[src/rtl/gate_alu_pkg.sv]
// Shared definitions for the gate_alu_pipe bitwise unit: op encodings,
// FSM state encodings and the bitwise evaluation function used by both the
// direct path and the accumulate path.
package gate_alu_pkg;

  // Widest operand gate_op can evaluate; callers zero-extend and truncate.
  // Every op is bitwise, so truncating the result is exact.
  localparam int GATE_MAXW = 64;

  localparam logic [2:0] OP_AND  = 3'd0;
  localparam logic [2:0] OP_OR   = 3'd1;
  localparam logic [2:0] OP_XOR  = 3'd2;
  localparam logic [2:0] OP_NAND = 3'd3;
  localparam logic [2:0] OP_NOR  = 3'd4;
  localparam logic [2:0] OP_XNOR = 3'd5;
  localparam logic [2:0] OP_NOT  = 3'd6;
  localparam logic [2:0] OP_PASS = 3'd7;

  typedef enum logic {
    ST_IDLE = 1'b0,
    ST_ACC  = 1'b1
  } state_e;

  // x is operand A on the direct path and the accumulator in ACC state.
  function automatic logic [GATE_MAXW-1:0] gate_op(
    input logic [2:0]           op,
    input logic [GATE_MAXW-1:0] x,
    input logic [GATE_MAXW-1:0] b
  );
    case (op)
      OP_AND:  gate_op = x & b;
      OP_OR:   gate_op = x | b;
      OP_XOR:  gate_op = x ^ b;
      OP_NAND: gate_op = ~(x & b);
      OP_NOR:  gate_op = ~(x | b);
      OP_XNOR: gate_op = ~(x ^ b);
      OP_NOT:  gate_op = ~x;
      default: gate_op = x;           // OP_PASS
    endcase
  endfunction

endpackage

[src/rtl/gate_alu_fifo2.sv]
// Two-entry in-order FIFO with registered in_rdy_o / out_vld_o.
// Ports: clk, rst (async, active-high); push_i/push_dat_i write side;
//   pop_i read side (effective only while out_vld_o); head_dat_o is the head
//   register, forced to zero when empty; in_rdy_o = not full, out_vld_o = not empty.
module gate_alu_fifo2 #(
  parameter int DW = 8
) (
  input  logic          clk,
  input  logic          rst,
  input  logic          push_i,
  input  logic [DW-1:0] push_dat_i,
  input  logic          pop_i,
  output logic          in_rdy_o,
  output logic          out_vld_o,
  output logic [DW-1:0] head_dat_o
);

  logic [1:0]    count_q, count_d;
  logic [DW-1:0] head_q, head_d;
  logic [DW-1:0] tail_q, tail_d;
  logic          in_rdy_q, out_vld_q;
  logic          pop;

  assign pop = pop_i && out_vld_q;

  always_comb begin
    count_d = count_q;
    head_d  = head_q;
    tail_d  = tail_q;
    case (count_q)
      2'd0: begin
        if (push_i) begin
          head_d  = push_dat_i;
          count_d = 2'd1;
        end
      end
      2'd1: begin
        if (push_i && pop) begin
          head_d = push_dat_i;
        end else if (push_i) begin
          tail_d  = push_dat_i;
          count_d = 2'd2;
        end else if (pop) begin
          // Clear the head so the output reads zero while empty.
          head_d  = '0;
          count_d = 2'd0;
        end
      end
      2'd2: begin
        // Push cannot occur here: in_rdy_o is low while full.
        if (pop) begin
          head_d  = tail_q;
          tail_d  = '0;
          count_d = 2'd1;
        end
      end
      default: begin
        count_d = 2'd0;
        head_d  = '0;
        tail_d  = '0;
      end
    endcase
  end

  always_ff @(posedge clk or posedge rst) begin
    if (rst) begin
      count_q   <= 2'd0;
      head_q    <= '0;
      tail_q    <= '0;
      in_rdy_q  <= 1'b1;
      out_vld_q <= 1'b0;
    end else begin
      count_q   <= count_d;
      head_q    <= head_d;
      tail_q    <= tail_d;
      // Flags derived from next count keep them registered yet current.
      in_rdy_q  <= (count_d != 2'd2);
      out_vld_q <= (count_d != 2'd0);
    end
  end

  assign in_rdy_o   = in_rdy_q;
  assign out_vld_o  = out_vld_q;
  assign head_dat_o = head_q;

endmodule

[src/rtl/gate_alu_pipe.sv]
// Pipelined WIDTH-bit bitwise unit with 8 ops, an accumulate mode
// (acc = acc OP b over a beat sequence) and a 2-entry output buffer.
// Ports: clk, rst (async, active-high); in_valid/in_ready/op/acc_mode/
//   acc_last/a/b input beat; out_valid/out_ready/y result. Optional
//   GATE_ALU_REDUCE_EN adds red_and/red_or/red_xor stored alongside y.
module gate_alu_pipe
  import gate_alu_pkg::*;
#(
  parameter int WIDTH = 8
) (
  input  logic             clk,
  input  logic             rst,
  input  logic             in_valid,
  output logic             in_ready,
  input  logic [2:0]       op,
  input  logic             acc_mode,
  input  logic             acc_last,
  input  logic [WIDTH-1:0] a,
  input  logic [WIDTH-1:0] b,
  output logic             out_valid,
  input  logic             out_ready,
  output logic [WIDTH-1:0] y
`ifdef GATE_ALU_REDUCE_EN
  ,
  output logic             red_and,
  output logic             red_or,
  output logic             red_xor
`endif
);

`ifdef GATE_ALU_REDUCE_EN
  localparam int DW = WIDTH + 3;
`else
  localparam int DW = WIDTH;
`endif

  state_e           state_q, state_d;
  logic [WIDTH-1:0] acc_q, acc_d;
  logic [WIDTH-1:0] x;
  logic [WIDTH-1:0] res;
  logic             accept;
  logic             push;
  logic [DW-1:0]    push_dat;
  logic [DW-1:0]    head_dat;
  logic             fifo_in_rdy;
  logic             fifo_out_vld;

  assign accept = in_valid && fifo_in_rdy;

  // In ACC the accumulator replaces operand A, so NOT/PASS act on acc.
  assign x   = (state_q == ST_ACC) ? acc_q : a;
  assign res = WIDTH'(gate_op(op, GATE_MAXW'(x), GATE_MAXW'(b)));

  always_comb begin
    state_d = state_q;
    acc_d   = acc_q;
    push    = 1'b0;
    if (accept) begin
      case (state_q)
        ST_IDLE: begin
          if (acc_mode && !acc_last) begin
            acc_d   = res;
            state_d = ST_ACC;
          end else begin
            push = 1'b1;
          end
        end
        ST_ACC: begin
          if (acc_last) begin
            push    = 1'b1;
            state_d = ST_IDLE;
          end else begin
            acc_d = res;
          end
        end
        default: state_d = ST_IDLE;
      endcase
    end
  end

  always_ff @(posedge clk or posedge rst) begin
    if (rst) begin
      state_q <= ST_IDLE;
      acc_q   <= '0;
    end else begin
      state_q <= state_d;
      acc_q   <= acc_d;
    end
  end

`ifdef GATE_ALU_REDUCE_EN
  assign push_dat = {^res, |res, &res, res};
`else
  assign push_dat = res;
`endif

  gate_alu_fifo2 #(
    .DW (DW)
  ) u_fifo (
    .clk        (clk),
    .rst        (rst),
    .push_i     (push),
    .push_dat_i (push_dat),
    .pop_i      (out_ready),
    .in_rdy_o   (fifo_in_rdy),
    .out_vld_o  (fifo_out_vld),
    .head_dat_o (head_dat)
  );

  assign in_ready  = fifo_in_rdy;
  assign out_valid = fifo_out_vld;
  assign y         = head_dat[WIDTH-1:0];

`ifdef GATE_ALU_REDUCE_EN
  // Empty buffer holds zero, so these read 0 whenever out_valid is low.
  assign red_and = head_dat[WIDTH];
  assign red_or  = head_dat[WIDTH+1];
  assign red_xor = head_dat[WIDTH+2];
`endif

endmodule

[config.mk]
export PLATFORM = sky130hd
export DESIGN_NAME = gate_alu_pipe
export DESIGN_NICKNAME = d
export VERILOG_FILES = /design/src/rtl/gate_alu_pkg.sv /design/src/rtl/gate_alu_fifo2.sv /design/src/rtl/gate_alu_pipe.sv
export SDC_FILE = /design/constraint.sdc
export NUM_CORES = 1
export LEC_CHECK = 0
export ABC_AREA = 1
export BUFFER_PORTS_ARGS = -buffer_cell sky130_fd_sc_hd__buf_2
export CAP_MARGIN = 5
export CORE_ASPECT_RATIO = 2
export CORE_MARGIN = 4
export CORE_UTILIZATION = 54
export CTS_BUF_LIST = sky130_fd_sc_hd__clkbuf_8
export CTS_CLUSTER_SIZE = 25
export DETAILED_ROUTE_END_ITERATION = 10
export PLACE_DENSITY = 0.77
export REMOVE_ABC_BUFFERS = 1
export SYNTH_ARGS = -nofsm -noshare
export SYNTH_HDL_FRONTEND = slang
export SYNTH_SLANG_ARGS = --single-unit
[constraint.sdc]
create_clock -name clk -period 1.6 [get_ports clk]
set_clock_uncertainty 0.1 [all_clocks]
set_input_delay 0.08 -clock clk [delete_from_list [all_inputs] [get_ports clk]]
set_output_delay 0.08 -clock clk [all_outputs]
set_load 0.01 [all_outputs]
==> summary.txt, run 1 <==
Place
  – Final weighted congestion in routability-driven placement: 0.865
  – Worst Setup Slack post-DPL: -0.292 ns
  – HPWL Detailed: 4760 um
  – Area post-placement: 2860 um^2
  – Number of buffer cells added on primary ports: 34

Global routing
  – Total routing usage reported by global routing: 26.1%
  – Wire length of the first global-routing pass: 10800 um
  – Congestion Overflow GR: 0
  – Number of antenna violations at the first check in global routing: 0
  – Via count of the first global-routing pass: 2527
  – Largest net degree at the start of global routing: 30

Detailed routing
  – DR WL met2: 4270 um
  – Detailed-route wire length on metal 1: 2800 um
  – Met3 routed WL: 310 um
  – Top Layer Used: met4
  – Drt total wl: 7860 um
  – Via/cell ratio: 5.33
  – Pre-antenna DRT Iters: 4
  – Routed WL per cell: 15.2 um
  – Post-route antenna net violation count: 0
  – Number of remaining DRC errors: 0
  – Total via count after detailed routing: 2757
  – DR iter-0 viols: 113

Logic synthesis
  – Syn Std Cell Area: 2390 um^2
  – Post-synthesis register bit count: 29
  – Area share of and/or/nand/nor cells after synthesis: 45.5%
  – Per-instance average area after synthesis: 6.25 um^2
  – Fraction of the mapped netlist area in adder cells: 8.36%
  – Proportion of synthesized chip area in sequential cells: 30.4%
  – Fraction of the mapped netlist area in compound gates: 3.50%
  – Yosys warnings: 0
  – Portion of netlist area occupied by mux cells: 0%
  – Xor/xnor cell area share of the yosys netlist: 0%
  – Number of instances in the synthesized netlist: 383
  – Combinational family with the most area after synthesis: simple AND/OR/NAND/NOR gates
  – Number of library cell types mapped by synthesis: 22

STA
  – Setup repair after global routing missed its margin: yes
  – Number of endpoints with negative hold slack in the final report: 0
  – Worst setup margin: -0.356 ns
  – Count of endpoints failing setup in the final report: 24
  – Max-slew headroom at the worst pin: 49.0%
  – Final slew viol count: 0
  – Worst Hold Margin: 0.110 ns
  – Final worst path period share: 122%
  – Peak Freq: 511 MHz
  – Measured slew at the worst slew-check pin: 0.764 ns
  – Period minus WS final: 1.96 ns

Power and ir drop
  – Standby leakage power: 1.93 nW
  – Maximum vdd ir drop: 1.45 mV
  – P per Cell Area: 1580 nW/um^2

Die
  – Vert. Die Dim: 102 um
  – Core Region: 4340 um^2
  – Std cell rows: 34
  – Die ar.: 5630 um^2
  – Initial core utilization: 55.2%
  – Num ports: 35
  – Die span in x: 55.1 um

CTS
  – # H-tree levels: 2
  – Sinks on the clock net: 29
  – Clock slew seen by the registers of the worst setup and hold paths: 0.07 ns
  – CTS tree: built
  – Clock latency on the worst-skew pair: 0.29 ns
  – CTS Root Buffer Type: sky130_fd_sc_hd__clkbuf_8
  – Deepest clock path buffer count: 2
  – Num CTS Buffers: 5

Setup path
  – Cell with the largest stage delay on the worst path: sky130_fd_sc_hd__dfrtp_2
  – Type of origin of the critical path: register
  – Arrival @ worst endpoint: 2.03 ns
  – Crit path max fanout: 5
  – Crit-path cells: buf_6 > nand2_2 > nand2_4 > inv_2 > ha_4 > nand3_2 > nand2_1 > nor2_1 > nand3_2 > nand2_1 > nand3_1 > nand2_1 > nand2_1
  – Type of the worst setup path: reg2reg
  – Crit. End Element: register
  – Data required, critical path: 1.68 ns
  – Cell occurring most often along the worst timing path: sky130_fd_sc_hd__nand2_1
  – Longest individual stage delay on the worst path: 0.48 ns

Finish
  – Fin nets: 503
  – Area added between synthesis and finish: 47.9%
  – Count of inserted antenna diode cells: 0
  – Flip-flop and latch area: 728 um^2
  – Final-layout fill cell count: 282
  – Core utilization of the finished layout: 81.6%
  – Fraction of layout cells with a size suffix above 1: 40.4%
  – Final cell area excluding filler cells: 3540 um^2
  – Multi-input gate area in the final layout: 1830 um^2

Status
  – Result of the run: finished with violations
  – Violations in the final reports: negative setup slack

Worst hold path
  – Worst Hold Class: in2reg

Flow run
  – Number of maximum-capacitance constraint violations: 0
where the power goes:
group	total [W]	internal (W)	leakage (nW)	switching, W
Sequential	0.00123	0.00105	0.372	0.000177
Clock	0.000679	0.000388	0.0542	0.000291
Combinational	0.00367	0.00156	1.50	0.00211
Total	0.00558	0.00300	1.93	0.00258
cells in the mapped netlist (all sizes together):
cell | number | area [um^2]
o21bai | 2 | 15.0
nand4 | 9 | 56.3
inv | 65 | 244
clkbuf | 2 | 7.51
clkinv | 1 | 3.75
o21ai | 11 | 55.1
nor2 | 36 | 155
nand3 | 59 | 330
dfrtp | 28 | 701
nand2 | 144 | 548
buf | 7 | 37.5
ha | 16 | 200
dfstp | 1 | 26.3
a21oi | 2 | 13.8
per-stage QoR:
stage	TNS, ns	cells	total power (W)
final	-5.73	517	0.00558
after detailed placement	-4.51	497	0.00377
after global routing	-8.08	517	0.00601
after global placement	-3.91	497	0.00372
after floorplan	-2.57	374	0.00274
after CTS	-3.95	512	0.00492
layer usage:
| layer | GRT usage [%] | vias to the layer above |
|---|---|---|
| li1 | - | 1343 |
| met1 | 25.7 | 1271 |
| met2 | 49.5 | 98 |
| met3 | 2.48 | 45 |
| met4 | 14.0 | 0 |
| met5 | 0 | - |
sequential cells by signal, summed over array words and instances (netlist names):
name               cells
u_fifo.tail_q          8
state_q                1
u_fifo.head_dat_o      8
u_fifo.out_vld_o       1
acc_q                  8
u_fifo.count_q         2
u_fifo.in_rdy_o        1
worst max-delay path: cells and delay by family (launching register included):
family	cells	cell delay (ns)
DFF	1	0.48
adders and majority gates	1	0.15
and+or+nand+nor	10	0.87
buffers and inverters	2	0.23
layout make-up:
class                   count  share of cell area, %
clock buffers               7                   2.72
well taps                  54                   1.91
flip-flops and latches     29                   20.6
inverters                  66                   7.56
repair buffers             80                   15.4
multi-input cells         279                   51.6
repair inverters            1                  0.177
clock inverters             1                  0.141
path summary, 6_finish.rpt:
check / startpoint / end / slack [ns] / cells past startpoint
min in group asynchronous: rst / acc_q[5]$_DFFE_PP0P_ / 0.35 / 4
max in group asynchronous: rst / u_fifo.in_rdy_o$_DFF_PP1_ / 0.72 / 4
max: state_q$_DFFE_PP0P_ / u_fifo.head_dat_o[4]$_DFFE_PP0P_ / -0.36 / 13
max reg2reg: state_q$_DFFE_PP0P_ / u_fifo.head_dat_o[4]$_DFFE_PP0P_ / -0.36 / 13
min: out_ready / u_fifo.count_q[1]$_DFF_PP0_ / 0.11 / 4
min reg2reg: u_fifo.head_dat_o[3]$_DFFE_PP0P_ / u_fifo.head_dat_o[3]$_DFFE_PP0P_ / 0.38 / 2
repair_timing:
item	CTS	global route
buffers inserted	5	5
cloned	0	1
setup endpoints to repair	24	27
hold buffers	2	0
endpoints found under the hold margin	29	0
pin swaps	25	45
gates resized for setup	47	74
logic make-up after synthesis:
| family | count (synthesis) |
|---|---|
| flip-flops | 29 |
| AND/OR/NAND/NOR | 248 |
| adder cells (fa/ha/maj) | 16 |
| buffers and inverters | 75 |
| AO/OA/AOI/OAI | 15 |
layout by cell type (no fill, tap or decap), types with 7 or more instances in the layout:
cell type,instances
sky130_fd_sc_hd__buf_2,34
sky130_fd_sc_hd__buf_4,40
sky130_fd_sc_hd__clkbuf_8,7
sky130_fd_sc_hd__dfrtp_1,27
sky130_fd_sc_hd__ha_4,15
sky130_fd_sc_hd__inv_1,52
sky130_fd_sc_hd__inv_4,7
sky130_fd_sc_hd__nand2_1,114
sky130_fd_sc_hd__nand2_2,17
sky130_fd_sc_hd__nand2_4,13
sky130_fd_sc_hd__nand3_1,38
sky130_fd_sc_hd__nand3_2,20
sky130_fd_sc_hd__nand4_1,9
sky130_fd_sc_hd__nor2_1,19
sky130_fd_sc_hd__nor2_2,13
sky130_fd_sc_hd__o21ai_1,7
No activity file was read; power rests on OpenSTA's default activity.
==> run 2: changes to the inputs <==
- BUFFER_PORTS_ARGS: -buffer_cell sky130_fd_sc_hd__buf_2 -> -buffer_cell sky130_fd_sc_hd__buf_4
- SKIP_CTS_REPAIR_TIMING: not set -> 1
==> run 2 against run 1 <==
The flow still finishes with violations (negative setup slack). Utilization shrank 3.4 points. Power shrank 8.5%. Via count shrank 3.0%. Die area is the same. Combinational power shrank 12%. Critical endpoint unchanged.
==> summary.txt, run 2 (synthesis gave the netlist of run 1 again) <==
Die
  – Std cell rows: 34 (unchanged)
  – Initial core utilization: 55.2% (unchanged)
  – Die span in x: 55.1 um (unchanged)
  – Vert. Die Dim: 102 um (unchanged)
  – Core Region: 4340 um^2 (unchanged)
  – Die ar.: 5630 um^2 (unchanged)
  – Num ports: 35 (unchanged)

Place
  – HPWL Detailed: 4860 um (+2.0%)
  – Placed cells: 495 (-0.40%)
  – Final weighted congestion in routability-driven placement: 0.841 (-2.8%)
  – Number of buffer cells added on primary ports: 34 (unchanged)

STA
  – Count of endpoints failing setup in the final report: 24 (unchanged)
  – Period minus WS final: 1.99 ns (+0.0363 ns)
  – Max-slew headroom at the worst pin: 71.5% (+22 points)
  – Setup repair after global routing missed its margin: yes
  – Worst setup margin: -0.393 ns (-0.0363 ns)
  – Final slew viol count: 0 (unchanged)
  – Peak Freq: 502 MHz (-1.8%)
  – Final worst path period share: 125% (+2.3 points)
  – Measured slew at the worst slew-check pin: 0.428 ns (-0.337 ns)
  – Number of endpoints with negative hold slack in the final report: 0 (unchanged)

Global routing
  – Number of antenna violations at the first check in global routing: 0 (unchanged)
  – Via count of the first global-routing pass: 2566 (+1.5%)
  – Wire length of the first global-routing pass: 10500 um (-2.4%)
  – Congestion Overflow GR: 0 (unchanged)
  – Largest net degree at the start of global routing: 30 (unchanged)
  – Total routing usage reported by global routing: 25.0% (-1.1 points)

Setup path
  – Type of origin of the critical path: register
  – R2R cell count: 12 (-1)
  – R2R Path End: u_fifo.head_dat_o[4]$_DFFE_PP0P_
  – Arrival @ worst endpoint: 2.06 ns (+0.03 ns)
  – Data required, critical path: 1.67 ns (about the same)
  – Worst setup slack for register-to-register paths: -0.39 ns (-0.04 ns)
  – Worst Setup SP: state_q$_DFFE_PP0P_
  – Type of the worst setup path: reg2reg
  – Launch instance of the worst register-to-register path: state_q$_DFFE_PP0P_
  – Crit. End Element: register
  – Crit path max fanout: 5 (unchanged)

CTS
  – Clock latency on the worst-skew pair: 0.28 ns (about the same)
  – # H-tree levels: 2 (unchanged)
  – Num CTS Buffers: 5 (unchanged)
  – Deepest clock path buffer count: 2 (unchanged)
  – Sinks on the clock net: 29 (unchanged)
  – CTS Root Buffer Type: sky130_fd_sc_hd__clkbuf_8
  – CTS tree: built
  – Clock slew seen by the registers of the worst setup and hold paths: 0.06 ns (about the same)

Worst hold path
  – Sink of the worst hold path: state_q$_DFFE_PP0P_
  – Number of cells on the worst hold path: 3 (-1)
  – Worst hold path startpoint: in_valid
  – Worst Hold Class: in2reg

Status
  – Result of the run: finished with violations
  – Violations in the final reports: negative setup slack

Finish
  – Area added between synthesis and finish: 41.7%
  – Non-Filler Instances: 508 (-1.7%)
  – Final-layout fill cell count: 305 (+8.2%)
  – Count of inserted antenna diode cells: 0 (unchanged)
  – Commonest non-fill, non-tap cell in the layout: sky130_fd_sc_hd__nand2_1
  – Fin nets: 494 (-1.8%)
  – Fraction of layout cells with a size suffix above 1: 34.8% (-5.6 points)
  – Core utilization of the finished layout: 78.2% (-3.4 points)
  – Highest-count cells in the layout ignoring fill and taps: sky130_fd_sc_hd__nand2_1, sky130_fd_sc_hd__buf_4, sky130_fd_sc_hd__inv_1

Power and ir drop
  – Standby leakage power: 1.86 nW (-3.4%)
  – P per Cell Area: 1500 nW/um^2 (-4.5%)
  – Maximum vdd ir drop: 1.70 mV (+17%)

Detailed routing
  – Number of remaining DRC errors: 0 (unchanged)
  – DR iter-0 viols: 81 (-28%)
  – Post-route antenna net violation count: 0 (unchanged)
  – DR WL met2: 3990 um (-6.7%)
  – Pre-antenna DRT Iters: 4 (unchanged)
  – Via/cell ratio: 5.26 (-1.3%)
  – Met3 routed WL: 200 um (-35%)
  – Detailed-route wire length on metal 1: 2520 um (-10%)
  – Drt total wl: 6900 um (-12%)
  – Routed WL per cell: 13.6 um (-11%)
  – Top Layer Used: met4
  – Total via count after detailed routing: 2674 (-3.0%)

Flow run
  – Number of maximum-capacitance constraint violations: 0 (unchanged)
run 2: layout make-up:
| type | count | area, um^2 | share of cell area (%) |
|---|---|---|---|
| clock buffer | 7 | 96.3 | 2.84 |
| clock inverter | 1 | 5.00 | 0.148 |
| inverter | 66 | 253 | 7.45 |
| multi-input combinational | 279 | 1660 | 48.9 |
| sequential | 29 | 728 | 21.5 |
| tap | 54 | 67.6 | 1.99 |
| timing repair buffer | 72 | 584 | 17.2 |
run 2: metal layers:
| layer | GRT usage (%) | vias to the layer above |
|---|---|---|
| met5 | 0 | - |
| met4 | 15.2 | 0 |
| met3 | 3.80 | 19 |
| met2 | 46.0 | 74 |
| met1 | 24.2 | 1258 |
| li1 | - | 1323 |
run 2: worst max-delay path by stage:
stage / to / slack [ns] / cells past startpoint
2_1_floorplan: u_fifo.head_dat_o[0]$_DFFE_PP0P_ / -0.17 / 8
3_3_place_gp: u_fifo.head_dat_o[7]$_DFFE_PP0P_ / -0.26 / 13
3_5_place_dp: u_fifo.head_dat_o[7]$_DFFE_PP0P_ / -0.33 / 13
4_1_cts: u_fifo.head_dat_o[4]$_DFFE_PP0P_ / -0.34 / 12
5_1_grt: u_fifo.head_dat_o[4]$_DFFE_PP0P_ / -0.49 / 12
6_report: u_fifo.head_dat_o[4]$_DFFE_PP0P_ / -0.39 / 12
run 2: per-stage QoR:
| stage | worst slack (ns) | power (W) | hold WS, ns | cell area [um^2] | TNS, ns |
|---|---|---|---|---|---|
| after floorplan | -0.173 | 0.00274 | 0.0574 | 2350 | -2.57 |
| after global placement | -0.265 | 0.00382 | 0.0734 | 2960 | -3.91 |
| after global routing | -0.485 | 0.00554 | 0.0556 | 3390 | -7.39 |
| final | -0.393 | 0.00510 | 0.0124 | 3390 | -4.81 |
| after detailed placement | -0.330 | 0.00388 | 0.0831 | 2960 | -4.93 |
| after CTS | -0.343 | 0.00459 | -0.216 | 3060 | -5.37 |
run 2: where the power goes:
| group | internal (W) | total [W] | switching (W) |
|---|---|---|---|
| clock | 0.000388 | 0.000676 | 0.000287 |
| combinational | 0.00138 | 0.00322 | 0.00184 |
| sequential | 0.00105 | 0.00121 | 0.000158 |
run 2: worst max-delay path, stage by stage, from the launching register on:
cell and delay, ns:
sky130_fd_sc_hd__dfrtp_2 0.44, sky130_fd_sc_hd__buf_6 0.14, sky130_fd_sc_hd__nand2_1 0.07, sky130_fd_sc_hd__nand2_2 0.07, sky130_fd_sc_hd__ha_1 0.30, sky130_fd_sc_hd__nand4_1 0.10
sky130_fd_sc_hd__nand2_1 0.07, sky130_fd_sc_hd__nor2_2 0.09, sky130_fd_sc_hd__nand3_2 0.16, sky130_fd_sc_hd__nand3_2 0.11, sky130_fd_sc_hd__nand3_1 0.08, sky130_fd_sc_hd__nand2_1 0.09
sky130_fd_sc_hd__nand2_1 0.05
